## src/rtl/xbar_slave_write_arbiter_if.sv

```systemverilog
// Write-path arbitration bundle between the crossbar master-side FIFOs and
// one slave port. The "slave" modport is the arbiter's view, the "master"
// modport is the view of the surrounding FIFOs that feed and drain it.
interface xbar_slave_write_arbiter_if #(
  parameter int masters = 2,
  parameter int slaves  = 2
);
  localparam int MW = (masters > 1) ? $clog2(masters) : 1;
  localparam int DW = (slaves > 1) ? $clog2(slaves) : 1;

  // per-master AW FIFO front status
  logic          master_aw_empty [0:masters-1];
  logic [DW-1:0] master_aw_dest  [0:masters-1];

  // per-master W FIFO front status
  logic          master_w_empty  [0:masters-1];
  logic [DW-1:0] master_w_dest   [0:masters-1];
  logic          master_wlast    [0:masters-1];

  // this slave's FIFO fill status
  logic          slave_aw_fifo_full;
  logic          slave_w_fifo_full;

  // strobes and selects produced by the arbiter
  logic          master_aw_pop   [0:masters-1];
  logic          master_w_pop    [0:masters-1];
  logic          slave_aw_push;
  logic          slave_w_push;
  logic [MW-1:0] aw_sel_master;
  logic [MW-1:0] w_sel_master;
  logic          busy;

  modport slave (
    input  master_aw_empty, master_aw_dest,
    input  master_w_empty, master_w_dest, master_wlast,
    input  slave_aw_fifo_full, slave_w_fifo_full,
    output master_aw_pop, master_w_pop,
    output slave_aw_push, slave_w_push,
    output aw_sel_master, w_sel_master, busy
  );

  modport master (
    output master_aw_empty, master_aw_dest,
    output master_w_empty, master_w_dest, master_wlast,
    output slave_aw_fifo_full, slave_w_fifo_full,
    input  master_aw_pop, master_w_pop,
    input  slave_aw_push, slave_w_push,
    input  aw_sel_master, w_sel_master, busy
  );
endinterface

```

## src/rtl/xbar_slave_write_arbiter.sv

```systemverilog
// Slave-side write arbiter of the crossbar, one instance per slave port.
// Grants one AW at a time round-robin among masters whose AW targets this
// slave, then locks the W channel to that master until its WLAST beat has
// been pushed. Only a single write burst is ever in flight on this port.
module xbar_slave_write_arbiter #(
  parameter int masters           = 2,
  parameter int slaves            = 2,
  parameter int i_am_slave_number = 0
) (
  input  logic                        ACLK,
  input  logic                        ARESETn,
  xbar_slave_write_arbiter_if.slave   bus
);

  localparam int MW = (masters > 1) ? $clog2(masters) : 1;
  localparam int DW = (slaves > 1) ? $clog2(slaves) : 1;
  localparam logic [DW-1:0] MY_DEST = DW'(i_am_slave_number);
  localparam logic [MW-1:0] LAST_M  = MW'(masters - 1);
  localparam logic [MW:0]   N_M     = (MW + 1)'(masters);

  typedef enum logic {
    ST_IDLE,
    ST_DATA
  } state_e;

  state_e         state_q, state_d;
  logic [MW-1:0]  rr_ptr_q, rr_ptr_d;
  logic [MW-1:0]  owner_q, owner_d;

  logic [masters-1:0] req;
  logic               any_req;
  logic [MW-1:0]      winner;
  logic [MW:0]        search_idx;
  logic               w_valid;
  logic [masters-1:0] aw_pop_vec;
  logic [masters-1:0] w_pop_vec;
  logic               aw_push;
  logic               w_push;

  // A master requests when its AW front is present and decoded to this slave
  always_comb begin
    req = '0;
    for (int m = 0; m < masters; m++) begin
      req[m] = ~bus.master_aw_empty[m] & (bus.master_aw_dest[m] == MY_DEST);
    end
  end

  // Round-robin search: first requester at or above rr_ptr, wrapping modulo masters
  always_comb begin
    any_req    = 1'b0;
    winner     = '0;
    search_idx = '0;
    for (int i = 0; i < masters; i++) begin
      search_idx = {1'b0, rr_ptr_q} + (MW + 1)'(i);
      if (search_idx >= N_M) begin
        search_idx = search_idx - N_M;
      end
      if (!any_req && req[search_idx[MW-1:0]]) begin
        any_req = 1'b1;
        winner  = search_idx[MW-1:0];
      end
    end
  end

  // Next-state logic: AW handshake in IDLE, owner-locked W beats in DATA
  always_comb begin
    state_d    = state_q;
    rr_ptr_d   = rr_ptr_q;
    owner_d    = owner_q;
    aw_pop_vec = '0;
    w_pop_vec  = '0;
    aw_push    = 1'b0;
    w_push     = 1'b0;
    w_valid    = ~bus.master_w_empty[owner_q] &
                 (bus.master_w_dest[owner_q] == MY_DEST);

    unique case (state_q)
      ST_IDLE: begin
        // a full AW FIFO simply holds the grant; rr_ptr is left alone so the
        // same winner is picked again once space appears
        if (any_req && !bus.slave_aw_fifo_full) begin
          aw_push            = 1'b1;
          aw_pop_vec[winner] = 1'b1;
          owner_d            = winner;
          state_d            = ST_DATA;
        end
      end
      ST_DATA: begin
        // stalls here as long as needed; the burst is never timed out
        if (w_valid && !bus.slave_w_fifo_full) begin
          w_push              = 1'b1;
          w_pop_vec[owner_q]  = 1'b1;
          if (bus.master_wlast[owner_q]) begin
            state_d  = ST_IDLE;
            rr_ptr_d = (owner_q == LAST_M) ? '0 : owner_q + 1'b1;
          end
        end
      end
      default: begin
        state_d = ST_IDLE;
      end
    endcase
  end

  // Drive outputs; strobes are forced low while reset is asserted
  always_comb begin
    for (int m = 0; m < masters; m++) begin
      bus.master_aw_pop[m] = ARESETn & aw_pop_vec[m];
      bus.master_w_pop[m]  = ARESETn & w_pop_vec[m];
    end
    bus.slave_aw_push = ARESETn & aw_push;
    bus.slave_w_push  = ARESETn & w_push;
    bus.aw_sel_master = ARESETn ? winner : '0;
    bus.w_sel_master  = owner_q;
    bus.busy          = ARESETn & (state_q == ST_DATA);
  end

  // State, round-robin pointer and W owner registers
  always_ff @(posedge ACLK) begin
    if (!ARESETn) begin
      state_q  <= ST_IDLE;
      rr_ptr_q <= '0;
      owner_q  <= '0;
    end else begin
      state_q  <= state_d;
      rr_ptr_q <= rr_ptr_d;
      owner_q  <= owner_d;
    end
  end

  // Pop strobes are one-hot at most and AW/W pops never coincide
  always_ff @(posedge ACLK) begin
    if (ARESETn) begin
      assert ($onehot0(aw_pop_vec));
      assert ($onehot0(w_pop_vec));
      assert (!((|aw_pop_vec) && (|w_pop_vec)));
    end
  end

endmodule

```

## src/flat_wrapper.sv

```systemverilog
// flat-port wrapper written by rule: the top's interface ports become plain ports
module xbar_slave_write_arbiter_flat 
#(
  parameter int masters           = 2,
  parameter int slaves            = 2,
  parameter int i_am_slave_number = 0
)
  (ACLK, ARESETn, bus_master_aw_empty, bus_master_aw_dest, bus_master_w_empty, bus_master_w_dest, bus_master_wlast, bus_slave_aw_fifo_full, bus_slave_w_fifo_full, bus_master_aw_pop, bus_master_w_pop, bus_slave_aw_push, bus_slave_w_push, bus_aw_sel_master, bus_w_sel_master, bus_busy);
  xbar_slave_write_arbiter_if #(.masters(masters), .slaves(slaves)) bus_i ();
  input  logic ACLK;
  input  logic ARESETn;
  input wire logic [$bits(bus_i.master_aw_empty)-1:0] bus_master_aw_empty;
  input wire logic [$bits(bus_i.master_aw_dest)-1:0] bus_master_aw_dest;
  input wire logic [$bits(bus_i.master_w_empty)-1:0] bus_master_w_empty;
  input wire logic [$bits(bus_i.master_w_dest)-1:0] bus_master_w_dest;
  input wire logic [$bits(bus_i.master_wlast)-1:0] bus_master_wlast;
  input wire logic [$bits(bus_i.slave_aw_fifo_full)-1:0] bus_slave_aw_fifo_full;
  input wire logic [$bits(bus_i.slave_w_fifo_full)-1:0] bus_slave_w_fifo_full;
  output wire logic [$bits(bus_i.master_aw_pop)-1:0] bus_master_aw_pop;
  output wire logic [$bits(bus_i.master_w_pop)-1:0] bus_master_w_pop;
  output wire logic [$bits(bus_i.slave_aw_push)-1:0] bus_slave_aw_push;
  output wire logic [$bits(bus_i.slave_w_push)-1:0] bus_slave_w_push;
  output wire logic [$bits(bus_i.aw_sel_master)-1:0] bus_aw_sel_master;
  output wire logic [$bits(bus_i.w_sel_master)-1:0] bus_w_sel_master;
  output wire logic [$bits(bus_i.busy)-1:0] bus_busy;
  assign bus_i.master_aw_empty = {>>{bus_master_aw_empty}};
  assign bus_i.master_aw_dest = {>>{bus_master_aw_dest}};
  assign bus_i.master_w_empty = {>>{bus_master_w_empty}};
  assign bus_i.master_w_dest = {>>{bus_master_w_dest}};
  assign bus_i.master_wlast = {>>{bus_master_wlast}};
  assign bus_i.slave_aw_fifo_full = bus_slave_aw_fifo_full;
  assign bus_i.slave_w_fifo_full = bus_slave_w_fifo_full;
  assign bus_master_aw_pop = {>>{bus_i.master_aw_pop}};
  assign bus_master_w_pop = {>>{bus_i.master_w_pop}};
  assign bus_slave_aw_push = bus_i.slave_aw_push;
  assign bus_slave_w_push = bus_i.slave_w_push;
  assign bus_aw_sel_master = bus_i.aw_sel_master;
  assign bus_w_sel_master = bus_i.w_sel_master;
  assign bus_busy = bus_i.busy;
  xbar_slave_write_arbiter #(.masters(masters), .slaves(slaves), .i_am_slave_number(i_am_slave_number)) u_core (.ACLK(ACLK), .ARESETn(ARESETn), .bus(bus_i));
endmodule
```

## config.mk

```make
export PLATFORM = sky130hd
export DESIGN_NAME = xbar_slave_write_arbiter_flat
export DESIGN_NICKNAME = d
export VERILOG_FILES = /design/src/rtl/xbar_slave_write_arbiter_if.sv /design/src/rtl/xbar_slave_write_arbiter.sv /design/src/flat_wrapper.sv
export SDC_FILE = /design/constraint.sdc
export NUM_CORES = 1
export LEC_CHECK = 0
export CAP_MARGIN = 15
export CORE_AREA = 2 2 39 41
export CTS_CLUSTER_DIAMETER = 30
export DETAILED_ROUTE_END_ITERATION = 10
export DIE_AREA = 0 0 41 43
export GPL_TIMING_DRIVEN = 0
export REMOVE_ABC_BUFFERS = 1
export SLEW_MARGIN = 40
export SYNTH_ARGS = -nofsm -noshare
export SYNTH_HDL_FRONTEND = slang
export SYNTH_SLANG_ARGS = --single-unit
```

## constraint.sdc

```tcl
create_clock -name ACLK -period 1.4 [get_ports ACLK]
set_clock_uncertainty 0.2 [all_clocks]
set_input_delay 0.14 -clock ACLK [delete_from_list [all_inputs] [get_ports ACLK]]
set_output_delay 0.14 -clock ACLK [all_outputs]
set_load 0.05 [all_outputs]
```

==> results of run 1 <==
metal layers:
metal / vias up / track usage [%] / part of all wire, %
met5: - / 0 / 0
met4: 0 / 10.0 / 0.65
met3: 2 / 4.71 / 4.9
met2: 9 / 19.7 / 56
met1: 181 / 12.2 / 38
li1: 189 / - / -
report_power, final:
group	switching [mW]	internal (mW)
Sequential	0.00554	0.0895
Combinational	0.0779	0.0741
Clock	0.0463	0.107
kinds of logic after synthesis:
| kind of cell | Yosys count | synth area share [%] |
|---|---|---|
| and+or+nand+nor | 18 | 42.6 |
| AOI/OAI and AO/OA | 6 | 18.5 |
| buffers and inverters | 4 | 6.15 |
| DFF | 3 | 24.6 |
| muxes | 2 | 8.21 |
state kept, by name, indices dropped and copies added, names as in the netlist:
name	count
u_core.bus.w_sel_master	1
u_core.state_q	1
u_core.rr_ptr_q	1
worst paths after layout:
| kind | slack, ns | startpoint | to |
|---|---|---|---|
| setup / recovery | -0.52 | bus_master_w_empty[0] | bus_master_w_pop[1] |
| hold / removal | 0.19 | ARESETn | u_core.bus.w_sel_master |
| setup reg to reg | -0.43 | u_core.bus.w_sel_master | u_core.rr_ptr_q |
| hold reg to reg | 0.29 | u_core.rr_ptr_q | u_core.rr_ptr_q |
synth_stat cells, drive strengths merged:
| library cell | instances |
|---|---|
| mux2i | 2 |
| a211oi | 1 |
| o21a | 1 |
| nor2 | 3 |
| a221oi | 1 |
| nor4b | 1 |
| nand3 | 1 |
| nor3 | 4 |
| inv | 4 |
| nor3b | 1 |
| nand2 | 3 |
| a21oi | 2 |
| and2 | 2 |
| nor4 | 1 |
| or4b | 1 |
| o22ai | 1 |
| or4 | 1 |
| dfxtp | 3 |
worst reg2reg max path, stage by stage, from the launching register on:
cell and delay, ns:
dfxtp_4 0.34, or4_4 0.52, buf_4 0.15, buf_6 0.11
a211oi_4 0.21, mux2i_1 0.22
through the flow:
step,cell area [sq um],std cells,util [%],setup WS [ns],total power [mW]
2_1_floorplan,244,33,-,-1.39,0.150
3_3_place_gp,484,71,35.0,-1.20,0.209
3_5_place_dp,484,71,35.0,-1.21,0.210
4_1_cts,638,82,46.1,-0.522,0.400
5_1_grt,674,84,48.7,-0.560,0.425
6_report,674,84,48.7,-0.521,0.400
cell type report:
cell class	count	area, sq um
clock buffer	4	26.3
fill	134	709
inverter	4	15.0
multi-input combinational	26	258
sequential	3	66.3
tap	16	20.0
timing repair buffer	31	289
timing repair:
action,CTS,global route
setup endpoints to repair,11,10
setup buffers,7,2
gates cloned,0,0
hold endpoints to repair,0,0
resized for setup,87,6
pin swaps,7,4
==> impl_metrics.env, run 1 <==
export IMPL_syn_inst=33
export IMPL_grt_overflow_total=0
export IMPL_io_buffers=22
export IMPL_setup_viol=9
export IMPL_netlist_area_sq_um=244
export IMPL_root_buffer="clkbuf_4"
export IMPL_ys_seq_area_share_pct=24.6
export IMPL_grt_usage_pct=12.5
export IMPL_power_density_mw_per_mm2=594
export IMPL_slew_headroom_pct=74.0
export IMPL_via_per_inst=4.54
export IMPL_tns_ns=-2.74
export IMPL_cp_depth=5
export IMPL_yosysTopAreaCellShare_pct=24.6
export IMPL_grt_pass1_vias=367
export IMPL_crit_chain="clkdlybuf4s50_1, or4b_4, and2_4, nor3_4, buf_6"
export IMPL_core_sq_mm=0.00138
export IMPL_crit_fanout=3
export IMPL_failed_checks="negative setup slack"
export IMPL_cp_required_ns=1.06
export IMPL_clockBufferDepth=2
export IMPL_nets=83
export IMPL_hold_path_class="input port to flop"
export IMPL_p_leak_nw=0.288
export IMPL_io_pins=23
export IMPL_diodes=0
export IMPL_worstMarginPinSlew_ns=0.380
export IMPL_first_iter_violations=1
export IMPL_ant_nets=0
export IMPL_fmax_mhz=521
export IMPL_slew_violations=0
export IMPL_synth_seq_cells=3
export IMPL_start_util_pct=17.6
export IMPL_layout_drive_gt1_share_pct=57.4
export IMPL_syn2layout_area_growth_pct=176
export IMPL_layout_common_cells="10 x buf_4, 8 x clkdlybuf4s50_1, 8 x buf_6, 5 x dlygate4sd2_1, 4 x inv_1"
export IMPL_fin_crit_sh_pct=137
export IMPL_clk_pin_slew_ns=0.04
export IMPL_via_count=381
export IMPL_synth_top_area_cell="dfxtp_1"
export IMPL_antenna_found_initial=0
export IMPL_grt_pass1_wl_mm=1.44
export IMPL_cts_max_level=1
export IMPL_worstHoldPathCells=2
export IMPL_cts_tree="done"
export IMPL_wire_per_inst_um=11.1
export IMPL_cp_top_family="simple AND/OR/NAND/NOR gates"
export IMPL_cts_sinks=3
export IMPL_critPathSlowestCell="or4b_4"
export IMPL_slowest_delay_ns=0.54
export IMPL_synth_area_top_cells="dfxtp_1 25%, mux2i_1 8.2%, nor3_1 8.2%"
export IMPL_period_minus_slack_ns=1.92
export IMPL_drc=0
export IMPL_max_cap_violations=0
export IMPL_drtPass1Iterations=2
export IMPL_cts_made_buffers=3
export IMPL_status="finished with violations"
export IMPL_place_gp_congestion=0.646
export IMPL_syn_area_per_cell_sq_um=7.39
export IMPL_hold_buffers=0
export IMPL_dieArea_sq_mm=0.00176
export IMPL_finalHoldViolCount=0
export IMPL_final_common_cell="buf_4"
export IMPL_ir_drop_mv=0.316
export IMPL_synth_cell_types=18
export IMPL_layout_setup_ws_ns=-0.521
export IMPL_cp_arrival_ns=1.58
export IMPL_wl_um=930
export IMPL_fp_dieW_um=41
export IMPL_end_kind="output port"
export IMPL_critPathBufInv=2
export IMPL_r2r_cells=5
export IMPL_yosysWarnings=0
export IMPL_num_rows=14
export IMPL_whs_ns=0.191
export IMPL_grt_setup_unrepaired="true"
export IMPL_clk_latency_ns=0.23
export IMPL_critPathKind="input port to output port"
export IMPL_grt_max_degree=8
export IMPL_critPathLaunchType="input port"
export IMPL_die_y_um=43
No activity file was read; power rests on OpenSTA's default activity.
==> inputs of run 2 (changes only) <==
--- a/config.mk
+++ b/config.mk
@@ -5,12 +5,10 @@
 export SDC_FILE = /design/constraint.sdc
 export NUM_CORES = 1
 export LEC_CHECK = 0
-export CAP_MARGIN = 15
 export CORE_AREA = 2 2 39 41
 export CTS_CLUSTER_DIAMETER = 30
 export DETAILED_ROUTE_END_ITERATION = 10
 export DIE_AREA = 0 0 41 43
-export GPL_TIMING_DRIVEN = 0
 export REMOVE_ABC_BUFFERS = 1
 export SLEW_MARGIN = 40
 export SYNTH_ARGS = -nofsm -noshare
==> impl_metrics.env, run 2 (synthesis results as in run 1) <==
export IMPL_wire_per_inst_um=12.2
export IMPL_ir_drop_mv=0.391
export IMPL_start_util_pct=17.6
export IMPL_finalHoldViolCount=0
export IMPL_p_clk_share_pct=32.6
export IMPL_die_y_um=43
export IMPL_cp_required_ns=1.06
export IMPL_tns_ns=-2.89
export IMPL_place_gp_congestion=0.793
export IMPL_worstMarginPinSlew_ns=0.372
export IMPL_power_density_mw_per_mm2=506
export IMPL_core_sq_mm=0.00138
export IMPL_r2r_cells=5
export IMPL_cts_sinks=3
export IMPL_antenna_found_initial=0
export IMPL_num_rows=14
export IMPL_slowest_delay_ns=0.53
export IMPL_cts_tree="done"
export IMPL_clk_latency_ns=0.23
export IMPL_layout_drive_gt1_share_pct=67.1
export IMPL_hold_path_class="input port to flop"
export IMPL_first_iter_violations=3
export IMPL_drtPass1Iterations=2
export IMPL_cts_made_buffers=3
export IMPL_fp_dieW_um=41
export IMPL_period_minus_slack_ns=1.96
export IMPL_r2r_end="u_core.rr_ptr_q"
export IMPL_nets=94
export IMPL_via_count=428
export IMPL_p_total_mw=0.457
export IMPL_cts_max_level=1
export IMPL_grt_setup_unrepaired="true"
export IMPL_rrSetupSlack_ns=-0.43
export IMPL_detailed_place_hpwl_um=768
export IMPL_p_sw_mw=0.148
export IMPL_syn2layout_area_growth_pct=271
export IMPL_dp_cells=88
export IMPL_dp_slack_ns=-0.611
export IMPL_layout_setup_ws_ns=-0.560
export IMPL_grt_pass1_wl_mm=1.57
export IMPL_combinationalPowerShare_pct=46.7
export IMPL_hold_buffers=0
export IMPL_grt_pass1_vias=405
export IMPL_fin_crit_sh_pct=140
export IMPL_wl_mm=1.16
export IMPL_clockBufferDepth=2
export IMPL_status="finished with violations"
export IMPL_crit_chain="or4_4, and2_4, nor2_1, buf_12"
export IMPL_final_common_cell="buf_4"
export IMPL_p_seq_share_pct=20.7
export IMPL_internal_power_mw=0.310
export IMPL_via_per_inst=4.51
export IMPL_critPathSlowestCell="or4_4"
export IMPL_cp_startpoint="u_core.bus.w_sel_master"
export IMPL_failed_checks="negative setup slack"
export IMPL_crit_path_end="bus_slave_w_push"
export IMPL_critPathKind="flop to output port"
export IMPL_io_buffers=22
export IMPL_fin_cells=95
export IMPL_cp_arrival_ns=1.62
export IMPL_diodes=0
export IMPL_slew_violations=0
export IMPL_rr_startpoint="u_core.bus.w_sel_master"
export IMPL_slew_headroom_pct=74.5
export IMPL_drc=0
export IMPL_p_leak_nw=0.371
export IMPL_layout_common_cells="13 x buf_4, 9 x buf_12, 8 x dlygate4sd2_1, 7 x buf_6, 4 x clkdlybuf4s50_1"
export IMPL_grt_max_degree=5
export IMPL_whs_ns=0.267
export IMPL_setup_viol=10
export IMPL_grt_usage_pct=12.8
export IMPL_max_cap_violations=0
export IMPL_end_kind="output port"
export IMPL_dieArea_sq_mm=0.00176
export IMPL_clk_pin_slew_ns=0.04
export IMPL_swShare_pct=32.3
export IMPL_io_pins=23
export IMPL_root_buffer="clkbuf_4"
export IMPL_crit_fanout=3
export IMPL_fmax_mhz=510
export IMPL_grt_overflow_total=0
export IMPL_critPathLaunchType="flop"
export IMPL_ant_nets=0
export IMPL_fillCellCount=95
[run 2: how the worst min path moves through the flow]
stage | from | endpoint | slack (ns) | depth (start not counted)
final | bus_slave_aw_fifo_full | u_core.state_q | 0.27 | 5
after global routing | bus_slave_aw_fifo_full | u_core.state_q | 0.30 | 5
after CTS | u_core.rr_ptr_q | u_core.rr_ptr_q | 0.27 | 2
after detailed placement | u_core.rr_ptr_q | u_core.rr_ptr_q | 0.26 | 2
after global placement | u_core.rr_ptr_q | u_core.rr_ptr_q | 0.26 | 2
after floorplan | ARESETn | u_core.bus.w_sel_master | 0.06 | 1
[run 2: layout make-up]
type | count | area, sq um | share of cell area [%]
flip-flops and latches | 3 | 63.8 | 7.05
multi-input cells | 26 | 295 | 32.6
inverters | 4 | 20.0 | 2.21
repair buffers | 42 | 479 | 53.0
clock buffers | 4 | 26.3 | 2.90
well taps | 16 | 20.0 | 2.21
[run 2: repair_timing]
item,CTS,global route
setup endpoints to repair,10,11
hold endpoints to repair,0,0
setup buffers,2,2
resized for setup,29,19
pin swaps,3,5
[run 2: power by group through the flow]
stage / clock network [mW] / registers (mW) / logic [mW]
4_1_cts: 0.158 / 0.0933 / 0.181
3_3_place_gp: 0 / 0.0937 / 0.164
6_report: 0.149 / 0.0948 / 0.214
3_5_place_dp: 0 / 0.0937 / 0.166
5_1_grt: 0.167 / 0.0951 / 0.225
2_1_floorplan: 0 / 0.0991 / 0.0508
[run 2: critical path: cells and delay by family, from the launching register on]
family	cells	cell delay, ns
buffers and inverters	1	0.17
DFF	1	0.32
and+or+nand+nor	3	0.90
[run 2: layer usage]
layer | wire [um] | track usage [%]
met5 | 0 | 0
met3 | 34 | 3.14
met1 | 485 | 15.1
met4 | 0 | 6.00
met2 | 638 | 20.6
[run 2: per-stage QoR]
step           instance area [sq um]  util (%)
2_1_floorplan                    244         -
3_3_place_gp                     702      50.7
3_5_place_dp                     702      50.7
4_1_cts                          811      58.6
5_1_grt                          905      65.4
6_report                         905      65.4
==> inputs of run 3 (changes only) <==
==> constraint.sdc (replaced) <==
create_clock -name ACLK -period 2.3 [get_ports ACLK]
set_clock_uncertainty 0.2 [all_clocks]
set_input_delay 0.23 -clock ACLK [delete_from_list [all_inputs] [get_ports ACLK]]
set_output_delay 0.23 -clock ACLK [all_outputs]
set_load 0.05 [all_outputs]
==> impl_metrics.env, run 3 (synthesis results as in run 1) <==
export IMPL_final_core_util_pct=45.0
export IMPL_setup_viol=0
export IMPL_cts_tree="done"
export IMPL_grt_usage_pct=9.92
export IMPL_p_leak_nw=0.237
export IMPL_cp_required_ns=1.87
export IMPL_final_common_cell="clkdlybuf4s50_1"
export IMPL_use_met3_pct=3.14
export IMPL_critPathBufInv=1
export IMPL_clk_pin_slew_ns=0.04
export IMPL_status="finished, final reports clean"
export IMPL_ir_drop_mv=0.227
export IMPL_io_pins=23
export IMPL_use_met2_pct=13.8
export IMPL_crit_path_end="bus_master_w_pop[0]"
export IMPL_wl_um=707
export IMPL_r2r_cells=4
export IMPL_slowest_delay_ns=0.57
export IMPL_grt_pass1_wl_mm=1.17
export IMPL_io_buffers=22
export IMPL_drc=0
export IMPL_detailed_place_hpwl_um=607
export IMPL_crit_chain="or4_4, and2_1, nor3_2, buf_12"
export IMPL_rrSetupSlack_ns=0.55
export IMPL_critPathLaunchType="flop"
export IMPL_ant_nets=0
export IMPL_place_gp_congestion=0.659
export IMPL_max_cap_violations=0
export IMPL_root_buffer="clkbuf_4"
export IMPL_power_density_mw_per_mm2=370
export IMPL_diodes=0
export IMPL_rr_startpoint="u_core.bus.w_sel_master"
export IMPL_finalHoldViolCount=0
export IMPL_hold_path_class="flop to flop"
export IMPL_clk_latency_ns=0.23
export IMPL_core_sq_mm=0.00138
export IMPL_critPathKind="flop to output port"
export IMPL_critPathSlowestCell="or4_4"
export IMPL_end_kind="output port"
export IMPL_drtPass1Iterations=2
export IMPL_dieArea_sq_mm=0.00176
export IMPL_fp_dieW_um=41
export IMPL_via_per_inst=4.41
export IMPL_cp_startpoint="u_core.bus.w_sel_master"
export IMPL_grtUsageMet1_pct=11.8
export IMPL_layout_drive_gt1_share_pct=29.0
export IMPL_antenna_found_initial=0
export IMPL_fin_cells=78
export IMPL_grt_overflow_total=0
export IMPL_nets=77
export IMPL_cts_made_buffers=3
export IMPL_dp_cells=74
export IMPL_cts_setup_buffers=0
export IMPL_cp_depth=4
export IMPL_layout_common_cells="14 x clkdlybuf4s50_1, 8 x buf_12, 4 x inv_1"
export IMPL_ff_latch_area_sq_um=60.1
export IMPL_first_iter_violations=1
export IMPL_fin_crit_sh_pct=93.7
export IMPL_num_rows=14
export IMPL_cts_max_level=1
export IMPL_syn2layout_area_growth_pct=155
export IMPL_via_count=344
export IMPL_multi_input_area_sq_um=179
export IMPL_slew_headroom_pct=67.6
export IMPL_grt_setup_unrepaired="false"
export IMPL_worstMarginPinSlew_ns=0.485
export IMPL_crit_fanout=6
export IMPL_fillCellCount=143
export IMPL_cp_top_family="simple AND/OR/NAND/NOR gates"
export IMPL_grt_max_degree=8
export IMPL_clockBufferDepth=2
export IMPL_r2r_end="u_core.rr_ptr_q"
export IMPL_cp_arrival_ns=1.72
export IMPL_wire_per_inst_um=9.06
export IMPL_start_util_pct=17.6
export IMPL_busiest_layer="met2"
export IMPL_die_y_um=43
export IMPL_period_minus_slack_ns=2.15
export IMPL_cts_sinks=3
export IMPL_slew_violations=0
export IMPL_grt_pass1_vias=313
export IMPL_fmax_mhz=464
run 3: changes by cell type in the layout (fill, tap and decap cells not counted), sizes merged:
cell           previous run  this run
clkdlybuf4s50             4        14
dlygate4sd2               8         0
dlymetal6s2s              1         0
buf                      29        11
run 3: worst min-delay path by stage:
stage	startpoint	end	slack, ns	depth (start not counted)
2_1_floorplan	ARESETn	u_core.bus.w_sel_master	0.15	1
3_3_place_gp	u_core.rr_ptr_q	u_core.rr_ptr_q	0.26	2
3_5_place_dp	u_core.rr_ptr_q	u_core.rr_ptr_q	0.26	2
4_1_cts	u_core.rr_ptr_q	u_core.rr_ptr_q	0.27	2
5_1_grt	u_core.rr_ptr_q	u_core.rr_ptr_q	0.30	2
6_report	u_core.rr_ptr_q	u_core.rr_ptr_q	0.26	2
run 3: stage by stage:
stage	hold WS [ns]	worst slack, ns	setup TNS [ns]	instance area (sq um)	total power, mW
2_1_floorplan	0.148	-0.582	-1.59	244	0.0912
3_3_place_gp	0.259	0.0511	0	587	0.139
3_5_place_dp	0.264	0.0534	0	587	0.140
4_1_cts	0.271	0.0380	0	613	0.236
5_1_grt	0.303	0.0771	0	623	0.248
6_report	0.263	0.146	0	623	0.230
run 3: final cells by class:
type | count | share of cell area, %
tap | 16 | 3.21
clock buffer | 4 | 4.22
timing repair buffer | 25 | 51.8
sequential | 3 | 9.64
inverter | 4 | 2.41
multi-input combinational | 26 | 28.7
run 3: power by group:
| part | leakage, nW | switching, mW | internal [mW] |
|---|---|---|---|
| Combinational | 0.197 | 0.0372 | 0.0445 |
| Sequential | 0.0244 | 0.00283 | 0.0548 |
| Clock | 0.0150 | 0.0263 | 0.0649 |
| Total | 0.237 | 0.0663 | 0.164 |
run 3: worst register-to-register path, cell delays in order, from the launching register on:
cell	delay, ns
dfxtp_1	0.43
or4b_1	0.48
buf_4	0.16
a211oi_2	0.21
mux2i_1	0.20
run 3: routing by layer:
| layer | part of all wire (%) | routed length [um] | vias up |
|---|---|---|---|
| met5 | 0 | 0 | - |
| met4 | 0 | 0 | 0 |
| met3 | 5.8 | 41 | 0 |
| met2 | 53 | 375 | 9 |
| met1 | 41 | 290 | 154 |
| li1 | - | - | 181 |
run 3: timing repair:
| item | 4_1_cts | 5_1_grt |
|---|---|---|
| gates resized for setup | 0 | 2 |
| endpoints found under the setup margin | 0 | 2 |
| hold buffers | 0 | 0 |
==> RTL edit 1: new RTL, flow settings as in run 1 <==
Reset style: asynchronous (`ARESETn`), changed in one clocked block.
--- a/src/rtl/xbar_slave_write_arbiter.sv
+++ b/src/rtl/xbar_slave_write_arbiter.sv
@@ -116,7 +116,7 @@
   end
 
   // State, round-robin pointer and W owner registers
-  always_ff @(posedge ACLK) begin
+  always_ff @(posedge ACLK or negedge ARESETn) begin
     if (!ARESETn) begin
       state_q  <= ST_IDLE;
       rr_ptr_q <= '0;
Check against the original RTL: differs if ARESETn is asserted again (counterexample within 4 cycles, from zero or initial values and one cycle with ARESETn low); with ARESETn held inactive, the same outputs for 10 cycles.
==> RTL edit 1 against run 1 <==
The flow still finishes with violations (setup timing). Synthesized cell count up 3.0%. Sequential cell count unchanged. Area after synthesis up 1.5%. Sequential share of layout area up 1.4 points. Worst setup slack worse by 0.082 ns. Final area up 0.93%. Wire length up 15%. Maximum frequency down 4.1%. Critical path type is now flip-flop to primary output. Critical endpoint unchanged. Largest cell class unchanged.
Power is not compared: it rests on default switching activity, and its combinational part moved more than twofold at a synthesized area within 25%.
==> RTL edit 1: results (changes against run 1) <==
layout-drive-gt1-share_pct: 52.9  # was 57.4%
ys_top_cells_by_area: "dfrtp_1 30%, inv_1 9.1%, nor3_1 8.1%"  # was dfxtp_1 25%, mux2i_1 8.2%, nor3_1 8.2%
crit_path_max_incr_delay_ns: 0.48  # was 0.54 ns
drtIter0Drc: 7  # was 1
vias: 393  # was 381
synth_edf_count: 0  # unchanged
worst-endpoint-arrival_ns: 1.66  # was 1.58 ns
final_nets: 83  # unchanged
slowest_stage: "or4_4"  # was or4b_4
place_congestion: 0.711  # was 0.646
wl_met2_um: 634  # was 524 um
cts_buffer_depth: 2  # unchanged
routed_via_density: 4.68  # was 4.54
clockRootBuffer: "clkbuf_4"  # unchanged
top_layer_used: "met4"  # unchanged
hold_path.class: "primary input to flip-flop"  # unchanged
timing.final.ws_setup_ns: -0.603  # was -0.521 ns
antenna_cells: 0  # unchanged
cellPowerDensity_nw_per_um2: 1300
failed_checks: "setup timing"  # unchanged
m1WireLength_um: 318  # was 353 um
hpwl_um: 595
grt_pass1_vias: 383  # was 367
ir_drop_mv: 0.635
setup_violations: 10  # was 9
synth_area_per_cell_um2: 7.29  # was 7.39 um^2
grt_max_degree: 5  # was 8
cts_made_buffers: 3  # unchanged
wl_per_cell_um: 12.7  # was 11.1 um
portBuffers: 22  # unchanged
max_slew_margin_pct: 83.7  # was 74.0%
max_cap_violations: 0  # unchanged
fillers: 124  # was 134
critPathTopFamily: "simple AND/OR/NAND/NOR gates"  # unchanged
grtUsageTotal_pct: 13.3  # was 12.5%
met3_length_um: 100  # was 46 um
status: "complete, but fails checks"  # unchanged
clk_pin_slew_worst_paths_ns: 0.03
synthDistinctLibCells: 18  # unchanged
ys_async_sr_fraction_pct: 100  # was 0%
ctsHtreeMaxLevel: 1  # unchanged
dp.cells: 72  # was 71
static-leakage-power_nw: 0.335
ys_warn_count: 0  # unchanged
worstSkewPairLatency_ns: 0.24
grt_pass1_wl_um: 1510  # was 1440 um
synth-main-ff-cell: "dfrtp_1"  # was dfxtp_1
antenna_found_initial: 0  # unchanged
crit_path_max_fanout: 3  # unchanged
synth_common_cells: "6 x inv_1, 4 x nand2_1, 4 x nor3_1"  # was 4 x inv_1, 4 x nor3_1, 3 x dfxtp_1, 3 x nand2_1, 3 x nor2_1
firstDrtPassIters: 4  # was 2
yosysSeqAreaShare_pct: 30.3  # was 24.6%
[RTL edit 1: cell type report]
| type | count | area (um^2) | area share (%) |
|---|---|---|---|
| clock buffer | 4 | 26.3 | 3.86 |
| timing repair buffer | 30 | 299 | 43.9 |
| tap | 16 | 20.0 | 2.94 |
| multi-input combinational | 25 | 236 | 34.7 |
| sequential | 3 | 76.3 | 11.2 |
| inverter | 6 | 22.5 | 3.31 |
[RTL edit 1: timing repair]
action,4_1_cts,5_1_grt
setup endpoints to repair,11,11
setup buffers,6,1
resized for setup,76,16
hold buffers,1,0
hold endpoints to repair,3,0
pin swaps,7,0
[RTL edit 1: worst min-delay path: cells and delay by family]
family,cells,cell delay [ns]
buffers and inverters,1,0.20
AOI/OAI and AO/OA,2,0.20
and+or+nand+nor,1,0.11
[RTL edit 1: path summary, 6_finish.rpt]
kind                                          from  slack [ns]  cells after the start                      end
max                        u_core.bus.w_sel_master       -0.60                      4      bus_master_w_pop[1]
min                         bus_master_aw_empty[0]        0.26                      4           u_core.state_q
max reg2reg                u_core.bus.w_sel_master       -0.43                      4          u_core.rr_ptr_q
min reg2reg                        u_core.rr_ptr_q        0.46                      3          u_core.rr_ptr_q
max in group asynchronous                  ARESETn        0.48                      2  u_core.bus.w_sel_master
min in group asynchronous                  ARESETn        0.35                      2          u_core.rr_ptr_q
[RTL edit 1: stage by stage]
stage / area (um^2) / hold slack [ns] / power, W / TNS [ns] / setup WS, ns
final: 681 / 0.262 / 0.000887 / -3.17 / -0.603
after global routing: 681 / 0.270 / 0.000927 / -3.63 / -0.637
after CTS: 608 / 0.246 / 0.000785 / -3.08 / -0.608
after detailed placement: 488 / 0.170 / 0.000493 / -8.67 / -1.25
after global placement: 488 / 0.180 / 0.000494 / -8.63 / -1.23
after floorplan: 248 / -0.356 / 0.000366 / -6.19 / -1.46
[RTL edit 1: logic make-up after synthesis]
kind of cell           count (synthesis)  share of synthesized area, %
AO/OA/AOI/OAI                          5                          11.6
buffers and inverters                  6                          9.09
flip-flops                             3                          30.3
multiplexers                           2                          8.59
AND/OR/NAND/NOR                       18                          40.4
[RTL edit 1: layer usage]
| metal | track usage, % | vias up |
|---|---|---|
| met5 | 0 | - |
| met4 | 9.33 | 0 |
| met3 | 7.33 | 3 |
| met2 | 21.9 | 13 |
| met1 | 11.0 | 190 |
| li1 | - | 187 |
[RTL edit 1: power breakdown]
part	switching, W	total, W	internal, W
combinational	0.000298	0.000570	0.000272
clock	0.0000511	0.000158	0.000107
sequential	0.0000396	0.000159	0.000119
==> RTL edit 2: new RTL, flow settings as in run 1 <==
Made on the original files. `slaves` is set to 2 in 3 places; all go to 4.
--- a/src/rtl/xbar_slave_write_arbiter_if.sv
+++ b/src/rtl/xbar_slave_write_arbiter_if.sv
@@ -3,7 +3,7 @@
 // modport is the view of the surrounding FIFOs that feed and drain it.
 interface xbar_slave_write_arbiter_if #(
   parameter int masters = 2,
-  parameter int slaves  = 2
+  parameter int slaves  = 4
 );
   localparam int MW = (masters > 1) ? $clog2(masters) : 1;
   localparam int DW = (slaves > 1) ? $clog2(slaves) : 1;
--- a/src/rtl/xbar_slave_write_arbiter.sv
+++ b/src/rtl/xbar_slave_write_arbiter.sv
@@ -4,7 +4,7 @@
 // been pushed. Only a single write burst is ever in flight on this port.
 module xbar_slave_write_arbiter #(
   parameter int masters           = 2,
-  parameter int slaves            = 2,
+  parameter int slaves            = 4,
   parameter int i_am_slave_number = 0
 ) (
   input  logic                        ACLK,
--- a/src/flat_wrapper.sv
+++ b/src/flat_wrapper.sv
@@ -2,7 +2,7 @@
 module xbar_slave_write_arbiter_flat 
 #(
   parameter int masters           = 2,
-  parameter int slaves            = 2,
+  parameter int slaves            = 4,
   parameter int i_am_slave_number = 0
 )
   (ACLK, ARESETn, bus_master_aw_empty, bus_master_aw_dest, bus_master_w_empty, bus_master_w_dest, bus_master_wlast, bus_slave_aw_fifo_full, bus_slave_w_fifo_full, bus_master_aw_pop, bus_master_w_pop, bus_slave_aw_push, bus_slave_w_push, bus_aw_sel_master, bus_w_sel_master, bus_busy);
Interface: changed (resized bus_master_aw_dest and bus_master_w_dest); port bits go from 23 to 27. No check against the original RTL was run, so the function may have changed too.
==> RTL edit 2 against run 1 <==
The flow still finishes with violations (setup timing). Area after synthesis increased by 9.2%. Largest power group unchanged. Sequential cell count unchanged. Highest routed layer is now met3. Critical endpoint unchanged. Worst setup slack got worse by 0.054 ns. Wire length increased by 21%. Power decreased by 8.4%. Critical path type is now flip-flop to primary output. Worst hold slack got worse by 0.081 ns. Final area increased by 14%. Cell count increased by 9.5%.
==> RTL edit 2: results (changes against run 1) <==
status: "complete, but fails checks"  # unchanged
failed_checks: "setup timing"  # unchanged
timing.final.ws_setup_ns: -0.575  # was -0.521 ns
yosysSeqAreaShare_pct: 22.5  # was 24.6%
crit_path_max_incr_delay_ns: 0.46  # was 0.54 ns
final_cells: 92  # was 84
tightest_slew_ns: 0.427  # was 0.380 ns
setup_violations: 8  # was 9
multi_input_area_um2: 263  # was 258 um^2
grt_max_degree: 7  # was 8
p_sw_w: 0.000104  # was 0.000130 W
final_nets: 95  # was 83
firstDrtPassIters: 4  # was 2
placed_area_um2: 547  # was 484 um^2
met1_usage_pct: 16.6  # was 12.2%
grt_pass1_vias: 429  # was 367
hold_start: "bus_master_aw_dest[2]"  # was ARESETn
buf_share_pct: 50.1  # was 42.9%
ir_drop_mv: 0.301  # was 0.316 mV
post_cts_buffers: 13  # was 7
top_layer_used: "met3"  # was met4
pwr-share-seq_pct: 24.7  # was 23.7%
portBuffers: 26  # was 22
cts.repair.resized: 100  # was 87
wl_per_cell_um: 12.2  # was 11.1 um
clock_power_share_pct: 40.7  # was 38.3%
dp.cells: 73  # was 71
grtUsageTotal_pct: 13.0  # was 12.5%
## RTL edit 2: cell count changes in the layout (fill, tap and decap cells not counted), sizes merged, moves of 2 or more
cell,before,now
nand2,3,1
clkdlybuf4s15,0,2
clkdlybuf4s50,8,4
a21oi,2,0
dlygate4sd2,5,7
o21ai,0,3
buf,18,27
## RTL edit 2: worst reg2reg max path: stages, from the launching register on
cell and delay (ns):
dfxtp_4 0.35, or4b_4 0.47, buf_4 0.15, buf_6 0.11, a2111oi_4 0.26, o221a_1 0.22
## RTL edit 2: path summary, 6_finish.rpt
| path | to | depth (start not counted) | slack (ns) |
|---|---|---|---|
| min | u_core.bus.w_sel_master | 4 | 0.11 |
| max reg2reg | u_core.rr_ptr_q | 5 | -0.41 |
| max | bus_master_w_pop[1] | 4 | -0.58 |
| min reg2reg | u_core.rr_ptr_q | 1 | 0.39 |
## RTL edit 2: cells by family after synthesis
kind of cell    synth area share [%]
simple gates                    37.6
compound gates                  31.9
flops                           22.5
buf+inv                         4.23
mux                             3.76
